**src/rtl/hazard_pkg.sv**
```systemverilog
`default_nettype none
// ============================================================================
// hazard_pkg : forwarding-select encodings, tracker state type, width helpers
// Rev 1.0
// ============================================================================
package hazard_pkg;

    // Decode-stage comparator muxes
    localparam logic [1:0] FWD_D_RF = 2'b00;
    localparam logic [1:0] FWD_D_M  = 2'b01;
    localparam logic [1:0] FWD_D_W  = 2'b10;

    // Execute-stage ALU operand muxes (note the swapped M/W encoding)
    localparam logic [1:0] FWD_E_RF = 2'b00;
    localparam logic [1:0] FWD_E_W  = 2'b01;
    localparam logic [1:0] FWD_E_M  = 2'b10;

    typedef enum logic [0:0] {
        MC_IDLE = 1'b0,
        MC_BUSY = 1'b1
    } mc_state_e;

    function automatic int clog2(input int value);
        int res;
        res = 0;
        for (int i = 0; i < 31; i++) begin
            if ((1 << i) < value) begin
                res = i + 1;
            end
        end
        return res;
    endfunction

    // Counter needs at least one bit even when no multi-cycle stall exists.
    function automatic int mc_cnt_width(input int lat);
        return (clog2(lat) < 1) ? 1 : clog2(lat);
    endfunction

endpackage : hazard_pkg
`default_nettype wire

```
**src/rtl/multicycle_tracker.sv**
```systemverilog
`default_nettype none
// ============================================================================
// multicycle_tracker : IDLE/BUSY FSM and down-counter for mul/div occupancy of E
// Rev 1.0
// ============================================================================
module multicycle_tracker
    import hazard_pkg::*;
#(
    parameter int MULTI_LAT = 4
) (
    input  logic clk,
    input  logic rst_n,
    input  logic start_i,
    output logic multistall_o,
    output logic busy_o
);

    localparam int CNT_W = mc_cnt_width(MULTI_LAT);

    generate
        if (MULTI_LAT > 1) begin : g_multi
            localparam logic [CNT_W-1:0] CNT_LOAD = CNT_W'(MULTI_LAT - 2);
            localparam logic [CNT_W-1:0] CNT_ONE  = CNT_W'(1);

            mc_state_e        state_q, state_d;
            logic [CNT_W-1:0] cnt_q, cnt_d;
            logic             stall;

            always_ff @(posedge clk or negedge rst_n) begin
                if (!rst_n) begin
                    state_q <= MC_IDLE;
                    cnt_q   <= '0;
                end else begin
                    state_q <= state_d;
                    cnt_q   <= cnt_d;
                end
            end

            // The op stalls on its first cycle in E, then MULTI_LAT-2 more;
            // the cnt==0 cycle in BUSY is the release cycle.
            always_comb begin
                state_d = state_q;
                cnt_d   = cnt_q;
                stall   = 1'b0;
                case (state_q)
                    MC_IDLE: begin
                        if (start_i) begin
                            state_d = MC_BUSY;
                            cnt_d   = CNT_LOAD;
                            stall   = 1'b1;
                        end
                    end
                    MC_BUSY: begin
                        if (cnt_q != '0) begin
                            cnt_d = cnt_q - CNT_ONE;
                            stall = 1'b1;
                        end else begin
                            state_d = MC_IDLE;
                        end
                    end
                    default: begin
                        state_d = MC_IDLE;
                        cnt_d   = '0;
                    end
                endcase
            end

            assign multistall_o = stall;
            assign busy_o       = (state_q == MC_BUSY);
        end else begin : g_single
            logic unused_inputs;
            assign unused_inputs = ^{clk, rst_n, start_i};
            assign multistall_o  = 1'b0;
            assign busy_o        = 1'b0;
        end
    endgenerate

endmodule : multicycle_tracker
`default_nettype wire

```
**src/rtl/hazard_unit_mc.sv**
```systemverilog
`default_nettype none
// ============================================================================
// hazard_unit_mc : forwarding, load-use/branch/multi-cycle stalls, flushes and
//                  a saturating stall-cycle counter for the 5-stage pipeline
// Rev 1.0
// ============================================================================
module hazard_unit_mc
    import hazard_pkg::*;
#(
    parameter int REG_AW      = 5,
    parameter int MULTI_LAT   = 4,
    parameter int STALL_CNT_W = 16
) (
    input  logic                   clk,
    input  logic                   rst,
    input  logic [REG_AW-1:0]      RsD,
    input  logic [REG_AW-1:0]      RtD,
    input  logic [REG_AW-1:0]      RsE,
    input  logic [REG_AW-1:0]      RtE,
    input  logic [REG_AW-1:0]      WriteRegE,
    input  logic [REG_AW-1:0]      WriteRegM,
    input  logic [REG_AW-1:0]      WriteRegW,
    input  logic                   RegWriteE,
    input  logic                   RegWriteM,
    input  logic                   RegWriteW,
    input  logic                   MemtoRegE,
    input  logic                   MemtoRegM,
    input  logic                   BranchD,
    input  logic                   JumpD,
    input  logic                   PCSrcD,
    input  logic                   MultiStartE,
    output logic                   StallF,
    output logic                   StallD,
    output logic                   StallE,
    output logic                   FlushD,
    output logic                   FlushE,
    output logic                   FlushM,
    output logic [1:0]             ForwardAD,
    output logic [1:0]             ForwardBD,
    output logic [1:0]             ForwardAE,
    output logic [1:0]             ForwardBE,
    output logic                   MultiBusy,
    output logic [STALL_CNT_W-1:0] StallCount
);

    // Register 0 is hard-wired, so it never produces a dependency.
    function automatic logic src_hit(input logic [REG_AW-1:0] src,
                                     input logic [REG_AW-1:0] dst);
        return (src != '0) && (src == dst);
    endfunction

    function automatic logic [1:0] fwd_e(input logic [REG_AW-1:0] src);
        if (RegWriteM && src_hit(src, WriteRegM))      return FWD_E_M;
        else if (RegWriteW && src_hit(src, WriteRegW)) return FWD_E_W;
        else                                           return FWD_E_RF;
    endfunction

    function automatic logic [1:0] fwd_d(input logic [REG_AW-1:0] src);
        if (RegWriteM && src_hit(src, WriteRegM))      return FWD_D_M;
        else if (RegWriteW && src_hit(src, WriteRegW)) return FWD_D_W;
        else                                           return FWD_D_RF;
    endfunction

    logic                   w_lwstall;
    logic                   w_brstall;
    logic                   w_multistall;
    logic                   w_busy;
    logic                   w_stall_f;
    logic                   w_stall_d;
    logic                   w_stall_e;
    logic                   w_flush_e;
    logic                   w_flush_m;
    logic [STALL_CNT_W-1:0] stall_cnt_q, stall_cnt_d;

    multicycle_tracker #(
        .MULTI_LAT (MULTI_LAT)
    ) u_tracker (
        .clk          (clk),
        .rst_n        (rst),
        .start_i      (MultiStartE),
        .multistall_o (w_multistall),
        .busy_o       (w_busy)
    );

    assign w_lwstall = MemtoRegE && (src_hit(RsD, RtE) || src_hit(RtD, RtE));

    assign w_brstall = BranchD &&
        ((RegWriteE && (src_hit(RsD, WriteRegE) || src_hit(RtD, WriteRegE))) ||
         (MemtoRegM && (src_hit(RsD, WriteRegM) || src_hit(RtD, WriteRegM))));

    always_comb begin
        w_stall_f = 1'b0;
        w_stall_d = 1'b0;
        w_stall_e = 1'b0;
        w_flush_e = 1'b0;
        w_flush_m = 1'b0;
        if (w_multistall) begin
            // E is frozen, so the bubble goes into M rather than E.
            w_stall_f = 1'b1;
            w_stall_d = 1'b1;
            w_stall_e = 1'b1;
            w_flush_m = 1'b1;
        end else if (w_lwstall || w_brstall) begin
            w_stall_f = 1'b1;
            w_stall_d = 1'b1;
            w_flush_e = 1'b1;
        end
    end

    always_comb begin
        StallF    = w_stall_f;
        StallD    = w_stall_d;
        StallE    = w_stall_e;
        FlushD    = (PCSrcD || JumpD) && !w_stall_d;
        FlushE    = w_flush_e;
        FlushM    = w_flush_m;
        ForwardAD = fwd_d(RsD);
        ForwardBD = fwd_d(RtD);
        ForwardAE = fwd_e(RsE);
        ForwardBE = fwd_e(RtE);
        MultiBusy = w_busy;
        if (!rst) begin
            StallF    = 1'b0;
            StallD    = 1'b0;
            StallE    = 1'b0;
            FlushD    = 1'b1;
            FlushE    = 1'b1;
            FlushM    = 1'b1;
            ForwardAD = FWD_D_RF;
            ForwardBD = FWD_D_RF;
            ForwardAE = FWD_E_RF;
            ForwardBE = FWD_E_RF;
            MultiBusy = 1'b0;
        end
    end

    always_comb begin
        stall_cnt_d = stall_cnt_q;
        if (w_stall_f && (stall_cnt_q != '1)) begin
            stall_cnt_d = stall_cnt_q + STALL_CNT_W'(1);
        end
    end

    always_ff @(posedge clk or negedge rst) begin
        if (!rst) begin
            stall_cnt_q <= '0;
        end else begin
            stall_cnt_q <= stall_cnt_d;
        end
    end

    assign StallCount = stall_cnt_q;

endmodule : hazard_unit_mc
`default_nettype wire

```
**config.mk**
```make
export PLATFORM = sky130hd
export DESIGN_NAME = hazard_unit_mc
export DESIGN_NICKNAME = d
export VERILOG_FILES = /design/src/rtl/hazard_pkg.sv /design/src/rtl/multicycle_tracker.sv /design/src/rtl/hazard_unit_mc.sv
export SDC_FILE = /design/constraint.sdc
export NUM_CORES = 1
export LEC_CHECK = 0
export ABC_AREA = 1
export BUFFER_PORTS_ARGS = -buffer_cell sky130_fd_sc_hd__buf_2
export CORE_MARGIN = 3
export CORE_UTILIZATION = 35
export CTS_CLUSTER_SIZE = 25
export DETAILED_ROUTE_END_ITERATION = 8
export PLACE_DENSITY = 0.58
export RECOVER_POWER = 50
export SLEW_MARGIN = 10
export SYNTH_ARGS = -nofsm -noshare
export SYNTH_HDL_FRONTEND = slang
export SYNTH_SLANG_ARGS = --single-unit
```
**constraint.sdc**
```tcl
create_clock -name clk -period 3.3 [get_ports clk]
set_clock_uncertainty 0.1 [all_clocks]
set_input_delay 0.165 -clock clk [delete_from_list [all_inputs] [get_ports clk]]
set_output_delay 0.165 -clock clk [all_outputs]
set_load 0.01 [all_outputs]
```
# Word-level counts from Yosys, hierarchy flattened
# Index checks and enable logic that the tools add are counted.
# totals
reg_bits	19
wordCells	88
# classes
muxes	28
reduce_logical	39
addsub	2
bitwise	1
eq_ne	15
# ops
operator	n
== test 5 bit	12
logical AND 1 bit	26
two-way mux 2 bit	12
nonzero test 5 bit	4
adder 16 x 1 -> 16 bit (second input constant)	1
inequality test 16 bit (second input constant)	1
two-way mux 1 bit	14
logical OR 1 bit	6
inequality test 2 bit (second input constant)	2
case mux 2 bit (2 select lines)	1
case mux 1 bit (2 select lines)	1
AND reduction 2 bit	1
nonzero test 2 bit	1
subtractor 2 x 1 -> 2 bit (second input constant)	1
zero test 1 bit	1
inverter 1 bit	1

# Depth between registers and ports, before layout
# Gate-level depths: netlist of the first run.
# depth
ltp_word	12
depth_mapped	16

# By module
# From an unflattened synthesis of the first run, not the netlist that was laid out.
# hier_totals
hier_cells	353
hier_area_um2	2200.9
# modules_own_cells
module	area_each_um2	cells_each	seq_area_each_um2	instances
hazard_unit_mc	2048.2	335	400.4	1
multicycle_tracker	152.6	18	75.1	1

# Least setup slack after synthesis of the first run
# No wires, ideal clock.
# synth_timing
kind	reg-to-output
startpoint	register u_tracker.g_multi.cnt_q[0]
endpoint	output port StallF
path_buffers	2
path_slack_ns	1.510
t_arrival_ns	1.525
stages_incl_launch_ff	11
cell_sequence	dfrtp_1 -> inv_1 -> ha_1 -> or2_2 -> nand2_1 -> inv_1 -> nand3_4 -> buf_6 -> nand2_1 -> inv_1 -> buf_4
# synth_between
elab_chain_len	5
# synth_rtl
element	line_no	source
from (decl)	multicycle_tracker.sv:26	logic [CNT_W-1:0] cnt_q, cnt_d;
from (signal assigned)	multicycle_tracker.sv:35	cnt_q <= cnt_d;
nonzero test 2 bit	multicycle_tracker.sv:54	if (cnt_q != '0) begin
two-way mux 1 bit	-	
case mux 1 bit (2 select lines)	-	
via u_tracker.g_multi.state_d	multicycle_tracker.sv:25	mc_state_e state_q, state_d;
two-way mux 1 bit	hazard_unit_mc.sv:97	if (w_multistall) begin
two-way mux 1 bit	hazard_unit_mc.sv:122	if (!rst) begin
to (decl)	hazard_unit_mc.sv:32	output logic StallF,
# The timed path passes the listed nets, and every way through them passes these cells.

# Worst setup path after layout of the first run
# layout_timing
startpoint	input port rst
endpoint	output port FlushE
# layout_between
elab_chain_len	1
# layout_rtl
element	line_no	source
from (decl)	hazard_unit_mc.sv:15	input logic rst,
two-way mux 1 bit	hazard_unit_mc.sv:122	
to (decl)	hazard_unit_mc.sv:36	output logic FlushE,
# No other way between the ends.

==> key figures, run 1 <==
Outcome
  • Status: complete, no violations

Placed design
  • GPL Wtd Cong: 0.9308
  • Pre-CTS WS: 1.309 ns
  • DP Wirelength: 5.227 mm
  • Placed cells: 484
  • Port Buffers: 76
  • Placed Instance Area: 0.002661 mm2

Finish
  • P&R area growth vs syn: 17.45%
  • Core Util, Final: 43.96%
  • Fin area: 0.002695 mm2
  • Nets: 463
  • Layout cell share with drive strength beyond 1: 24.64%
  • Non-Filler Instances: 489
  • Filler cell count: 672
  • # diodes: 0

Clocking
  • Insertion delay to the later sink of the worst-skew pair: 0.26 ns
  • CTS buffer count: 3
  • Max Root-Sink Buffers: 2
  • Clock root cell: clkbuf_8
  • H-tree depth: 1
  • Clock transition at path regs: 0.08 ns
  • # clock sinks: 19
  • Setup Buffers After CTS: 0
  • CTS tree: built

Logic synthesis
  • Register area share after synthesis: 20.72%
  • Mapped Cells: 347
  • Yosys warns: 0
  • Flip-flop and latch count after synthesis: 19
  • Syn avg cell area: 6.613 um2
  • Yosys cell types: 38
  • Ys async rst share: 100.0%
  • Synth Cell Area: 0.002295 mm2
  • Main synth FF type: dfrtp_1
  • Post-synth EDFFs: 0
  • Syn Nets: 395

Detailed routing
  • Initial DRC count: 78
  • Drt pass-1 iters: 4
  • Met2 WL: 2.838 mm
  • Remaining DRCs: 0
  • Vias per Instance: 4.828
  • Vias: 2361
  • Avg WL per Cell: 12.98 um
  • Antenna Nets Post-Route: 0
  • Post-Route WL: 6.349 mm
  • Top sig layer: met4
  • WL met1: 3.027 mm
  • Met3 wire length: 454 um

Timing
  • Slew Limit Fails: 0
  • Hold slack: 0.05864 ns
  • Slack of the critical path: 0.8940 ns
  • Measured slew at the worst slew-check pin: 1.233 ns
  • Worst relative slew slack: 17.81%
  • Unrepaired setup endpoints after global routing: no
  • Minimum clock period: 2.406 ns
  • Fmax: 415.6 MHz
  • Endpoints failing hold: 0
  • Setup TNS: 0 ns
  • Final Cycle Share: 72.91%
  • Final setup vio count: 0

Floorplan
  • Core Region: 0.006131 mm2
  • Starting Density: 37.43%
  • Die area: 0.007564 mm2
  • Die Span Y: 86.97 um
  • Row count: 28
  • Die span in x: 86.97 um
  • # IOs: 77

Power and ir drop
  • Sequential fraction of design power: 31.6%
  • Net Sw Frac: 47.05%
  • Leakage: 1.430 nW
  • Pwr/cell area: 405.2 mW/mm2
  • Clk pwr share: 15.6%
  • Comb pwr share: 52.8%
  • Peak VDD IR: 0.2888 mV
  • Switching pwr: 513.7 uW
  • Internal: 578.2 uW
  • Pwr Total: 1.092 mW

Setup path
  • CP Capture Type: primary output
  • Crit path max fanout: 24
  • Critical Path RT: 3.03 ns
  • Critical Path AT: 2.14 ns
  • Crit start category: input pin
  • Crit Path Class: input pin to primary output

Global route
  • First-pass GRT wire length: 10.47 mm
  • Vias in the first global route: 2201
  • GRT Overall Usage: 17.04%
  • Largest net degree at the start of global routing: 25
  • Overflow after GRT: 0
  • Initial antenna violation count: 0

Worst hold path
  • Hold WC Path Type: input pin to flop

Job
  • Max-cap violations: 0
[worst paths after layout]
check | slack [ns] | startpoint | endpoint | depth (start not counted)
worst max-delay path | 0.89 | rst | FlushE | 5
worst min-delay path | 0.06 | MultiStartE | u_tracker.busy_o$_DFF_PN0_ | 3
worst max register to register | 1.27 | StallCount[0]$_DFFE_PN0P_ | StallCount[15]$_DFFE_PN0P_ | 10
worst min register to register | 0.40 | u_tracker.g_multi.cnt_q[0]$_DFFE_PN0P_ | u_tracker.g_multi.cnt_q[0]$_DFFE_PN0P_ | 1
max in group asynchronous | 1.64 | rst | StallCount[14]$_DFFE_PN0P_ | 3
min in group asynchronous | 0.73 | rst | u_tracker.g_multi.cnt_q[1]$_DFFE_PN0P_ | 3
[cells by family (layout without fill, tap and decap cells)]
| kind of cell | Yosys count | count (layout) | synth area share, % |
|---|---|---|---|
| flops | 19 | 19 | 20.72 |
| fa+ha+maj | 2 | 2 | 1.090 |
| simple gates | 187 | 187 | 39.91 |
| buf+inv | 69 | 136 | 13.85 |
| xor+xnor | 45 | 45 | 17.18 |
| compound gates | 25 | 25 | 7.252 |
[synth_stat cells (3+ instances only)]
| master | number | area share, % |
|---|---|---|
| a211oi_1 | 4 | 1.3 |
| a21oi_1 | 5 | 1.1 |
| buf_2 | 4 | 0.87 |
| buf_4 | 3 | 0.98 |
| buf_6 | 4 | 2.0 |
| dfrtp_1 | 19 | 21 |
| inv_1 | 50 | 8.2 |
| inv_2 | 4 | 0.65 |
| nand2_1 | 84 | 14 |
| nand2_2 | 18 | 4.9 |
| nand3_1 | 32 | 7.0 |
| nand3_2 | 3 | 1.3 |
| nand4_1 | 4 | 1.1 |
| nor2_1 | 21 | 3.4 |
| nor2_2 | 4 | 1.1 |
| nor3_1 | 9 | 2.0 |
| o2111ai_1 | 3 | 1.1 |
| o21ai_0 | 3 | 0.65 |
| o22ai_1 | 4 | 1.1 |
| xnor2_1 | 17 | 6.5 |
| xor2_1 | 28 | 11 |
[registers in the layout, summed over array words and instances (netlist names)]
| name | count |
|---|---|
| StallCount | 16 |
| u_tracker.busy_o | 1 |
| u_tracker.g_multi.cnt_q | 2 |
[power groups by stage]
stage | Combinational [mW] | Clock, mW | Sequential (mW)
after detailed placement | 0.591 | 0 | 0.349
after floorplan | 0.458 | 0 | 0.356
after CTS | 0.595 | 0.178 | 0.344
after global routing | 0.650 | 0.183 | 0.353
after global placement | 0.583 | 0 | 0.346
final | 0.576 | 0.170 | 0.346
[what timing repair did]
item,in CTS,in global routing
hold endpoints to repair,19,0
hold buffers,1,0
resized for setup,0,0
setup endpoints to repair,0,0
[cell usage in the layout (no fill, tap or decap), drive strengths merged, types with 2 or more instances in the layout]
cell type  netlist  final
nor4             2      2
a211oi           4      4
buf             12     61
o22ai            4      4
inv             54     54
xor2            28     28
o2111ai          3      3
nor3            11     11
and3             2      2
nor2            27     27
a221oi           2      2
dfrtp           19     19
o21ai            4      4
clkbuf           3     19
nand2          103    103
ha               2      2
nand4            5      5
xnor2           17     17
nand3           36     36
a21oi            5      5
[worst max-delay path, cell delays in order]
cell           delay [ns]
dlygate4sd3_1        0.52
buf_2                0.14
clkbuf_1             0.91
a31oi_1              0.20
buf_2                0.19
[per-layer routing]
metal,up-vias,global-route usage (%)
li1,1225,-
met1,1052,25.92
met2,80,25.81
met3,4,2.554
met4,0,2.266
met5,-,0
[layout make-up]
| cell class | instances | area, um2 | share of cell area (%) |
|---|---|---|---|
| timing repair buffer | 78 | 375.4 | 13.93 |
| clock inverter | 1 | 5.005 | 0.1857 |
| clock buffer | 3 | 41.29 | 1.532 |
| sequential | 19 | 475.5 | 17.64 |
| multi-input combinational | 259 | 1501 | 55.71 |
| tap | 75 | 93.84 | 3.482 |
| inverter | 54 | 202.7 | 7.521 |
Power figures use the tool's default switching activity.
==> run 2: changes to the inputs <==
PLACE_DENSITY = 0.6   (was 0.58)
clock period = 2.08 ns   (was 3.3 ns; I/O delays follow)
==> run 2 against run 1 <==
Setup slack worse by 0.74 ns. Sequential share of layout area fell by 0.54 points. Critical path depth increased by 4. Hold slack lost 0.037 ns. Flip-flop and latch count unchanged. Utilization up 1.4 points. Die area unchanged. Highest routed layer unchanged.
==> key figures, run 2 (synthesis gave the netlist of run 1 again) <==
Setup path
  • Crit Path Class: flop to primary output
  • Crit path max fanout: 7 (-71%)
  • Cell Chain, Critical Path: inv_1, ha_1, or2_2, nand2_2, inv_2, nand3_4, nand2_1, inv_1, buf_2
  • Crit start category: flop
  • Critical Path Max Stage Delay: 0.36 ns (-0.55 ns)
  • CP Capture Type: primary output
  • Critical Path RT: 1.88 ns (-1.15 ns)
  • R2R setup slack: 0.21 ns (-1.06 ns)
  • Worst r2r dst: StallCount[15]$_DFFE_PN0P_
  • Worst setup path end: StallF
  • R2r startpoint: StallCount[0]$_DFFE_PN0P_
  • CP max-delay cell: dfrtp_1
  • R2r worst-path depth: 11 (+1)
  • Source of the critical timing path: u_tracker.g_multi.cnt_q[0]$_DFFE_PN0P_
  • Crit path top cell by count: inv_1
  • Critical Path AT: 1.72 ns (-0.42 ns)

Timing
  • Final setup vio count: 0 (unchanged)
  • Final Cycle Share: 92.49%
  • Slack of the critical path: 0.1563 ns (-0.7377 ns)
  • Worst relative slew slack: 77.71% (+60 points)
  • Slew Limit Fails: 0 (unchanged)
  • Setup TNS: 0 ns (unchanged)
  • Unrepaired setup endpoints after global routing: no
  • Fmax: 519.8 MHz
  • Measured slew at the worst slew-check pin: 0.3312 ns (-0.9016 ns)
  • Hold slack: 0.02189 ns (-0.03675 ns)
  • Minimum clock period: 1.924 ns
  • Endpoints failing hold: 0 (unchanged)

Detailed routing
  • Avg WL per Cell: 13.41 um (+3.3%)
  • Post-Route WL: 6.676 mm (+5.2%)
  • Initial DRC count: 118 (+51%)
  • Remaining DRCs: 0 (unchanged)
  • Antenna Nets Post-Route: 0 (unchanged)
  • Vias per Instance: 4.876 (+0.98%)
  • Vias: 2428 (+2.8%)
  • Drt pass-1 iters: 4 (unchanged)

Finish
  • P&R area growth vs syn: 21.16%
  • Most frequent cells in the layout: nand2_1 (83), buf_2 (60), inv_1 (49)
  • # diodes: 0 (unchanged)
  • Layout cell share with drive strength beyond 1: 26.95% (+2.3 points)
  • Sequential cell area: 475.5 um2 (unchanged)
  • Filler cell count: 673 (+0.15%)
  • Max reg flops: 16 (unchanged)
  • Area of the multi-input gates: 0.001524 mm2 (+1.5%)
  • Core Util, Final: 45.35% (+1.4 points)
  • Commonest non-fill, non-tap cell in the layout: nand2_1
  • Non-Filler Instances: 498 (+1.8%)
  • Nets: 472 (+1.9%)

Placed design
  • GPL Wtd Cong: 0.8744 (-6.1%)
  • Pre-CTS WS: 0.1552 ns (-1.154 ns)
  • Port Buffers: 76 (unchanged)
  • Placed cells: 485 (+0.21%)
  • DP Wirelength: 5.256 mm (+0.55%)

Power and ir drop
  • Peak VDD IR: 0.4174 mV (+45%)
  • Pwr/cell area: 689.8 mW/mm2 (+70%)
  • Leakage: 1.474 nW (+3.1%)

Worst hold path
  • Hold Crit Start: MultiStartE
  • Hold WC Path Type: input pin to flop
  • Hold-critical path depth: 3 (unchanged)

Clocking
  • # clock sinks: 19 (unchanged)
  • CTS buffer count: 3 (unchanged)
  • CTS tree: built
  • H-tree depth: 1 (unchanged)
  • Clock root cell: clkbuf_8
  • Insertion delay to the later sink of the worst-skew pair: 0.26 ns (about the same)
  • Clock transition at path regs: 0.07 ns (about the same)
  • Max Root-Sink Buffers: 2 (unchanged)

Floorplan
  • Die span in x: 86.97 um (unchanged)
  • Core Region: 0.006131 mm2 (unchanged)
  • Row count: 28 (unchanged)
  • Die Span Y: 86.97 um (unchanged)
  • Die area: 0.007564 mm2 (unchanged)
  • Starting Density: 37.43% (unchanged)
  • # IOs: 77 (unchanged)

Global route
  • Initial antenna violation count: 0 (unchanged)
  • GRT Overall Usage: 17.58% (+0.54 points)
  • First-pass GRT wire length: 10.82 mm (+3.4%)
  • Vias in the first global route: 2327 (+5.7%)
  • Largest net degree at the start of global routing: 25 (unchanged)
  • Overflow after GRT: 0 (unchanged)

Job
  • Max-cap violations: 0 (unchanged)

Outcome
  • Status: complete, no violations
run 2: layout make-up:
type                       count  share of cell area [%]
tap                           75                   3.375
timing repair buffer          86                   15.75
inverter                      54                   7.291
clock inverter                 1                  0.1800
clock buffer                   3                   1.485
multi-input combinational    260                   54.82
sequential                    19                   17.10
run 2: worst min path at each step:
stage,slack (ns),endpoint
final,0.02,u_tracker.busy_o$_DFF_PN0_
after global routing,0.03,u_tracker.busy_o$_DFF_PN0_
after detailed placement,0.08,u_tracker.busy_o$_DFF_PN0_
after CTS,0.007,u_tracker.busy_o$_DFF_PN0_
after floorplan,-0.29,StallCount[0]$_DFFE_PN0P_
after global placement,0.06,u_tracker.busy_o$_DFF_PN0_
run 2: timing repair:
item,4_1_cts,5_1_grt
resized for setup,0,4
cloned,0,1
pin swaps,1,1
buffers inserted,0,7
setup endpoints to repair,2,5
endpoints found under the hold margin,19,0
hold buffers,1,0
run 2: routing by layer:
layer,wire length (um),GRT usage (%)
met1,3101,24.84
met2,3094,28.85
met3,421,1.514
met4,59,4.108
met5,0,0
run 2: per-stage QoR:
stage	power [mW]	cell area (um2)
3_3_place_gp	1.471	2669
5_1_grt	2.086	2780
4_1_cts	1.763	2725
2_1_floorplan	1.291	2295
3_5_place_dp	1.493	2669
6_report	1.918	2780
run 2: report_power, final:
group / internal, mW / total [mW] / switching (mW)
combinational: 0.444 / 1.10 / 0.652
sequential: 0.456 / 0.549 / 0.0935
clock: 0.133 / 0.272 / 0.138
run 2: critical path: cells and delay by family, from the launching register on:
family	cells	cell delay, ns
fa+ha+maj	1	0.18
flops	1	0.36
simple gates	4	0.61
buf+inv	4	0.31
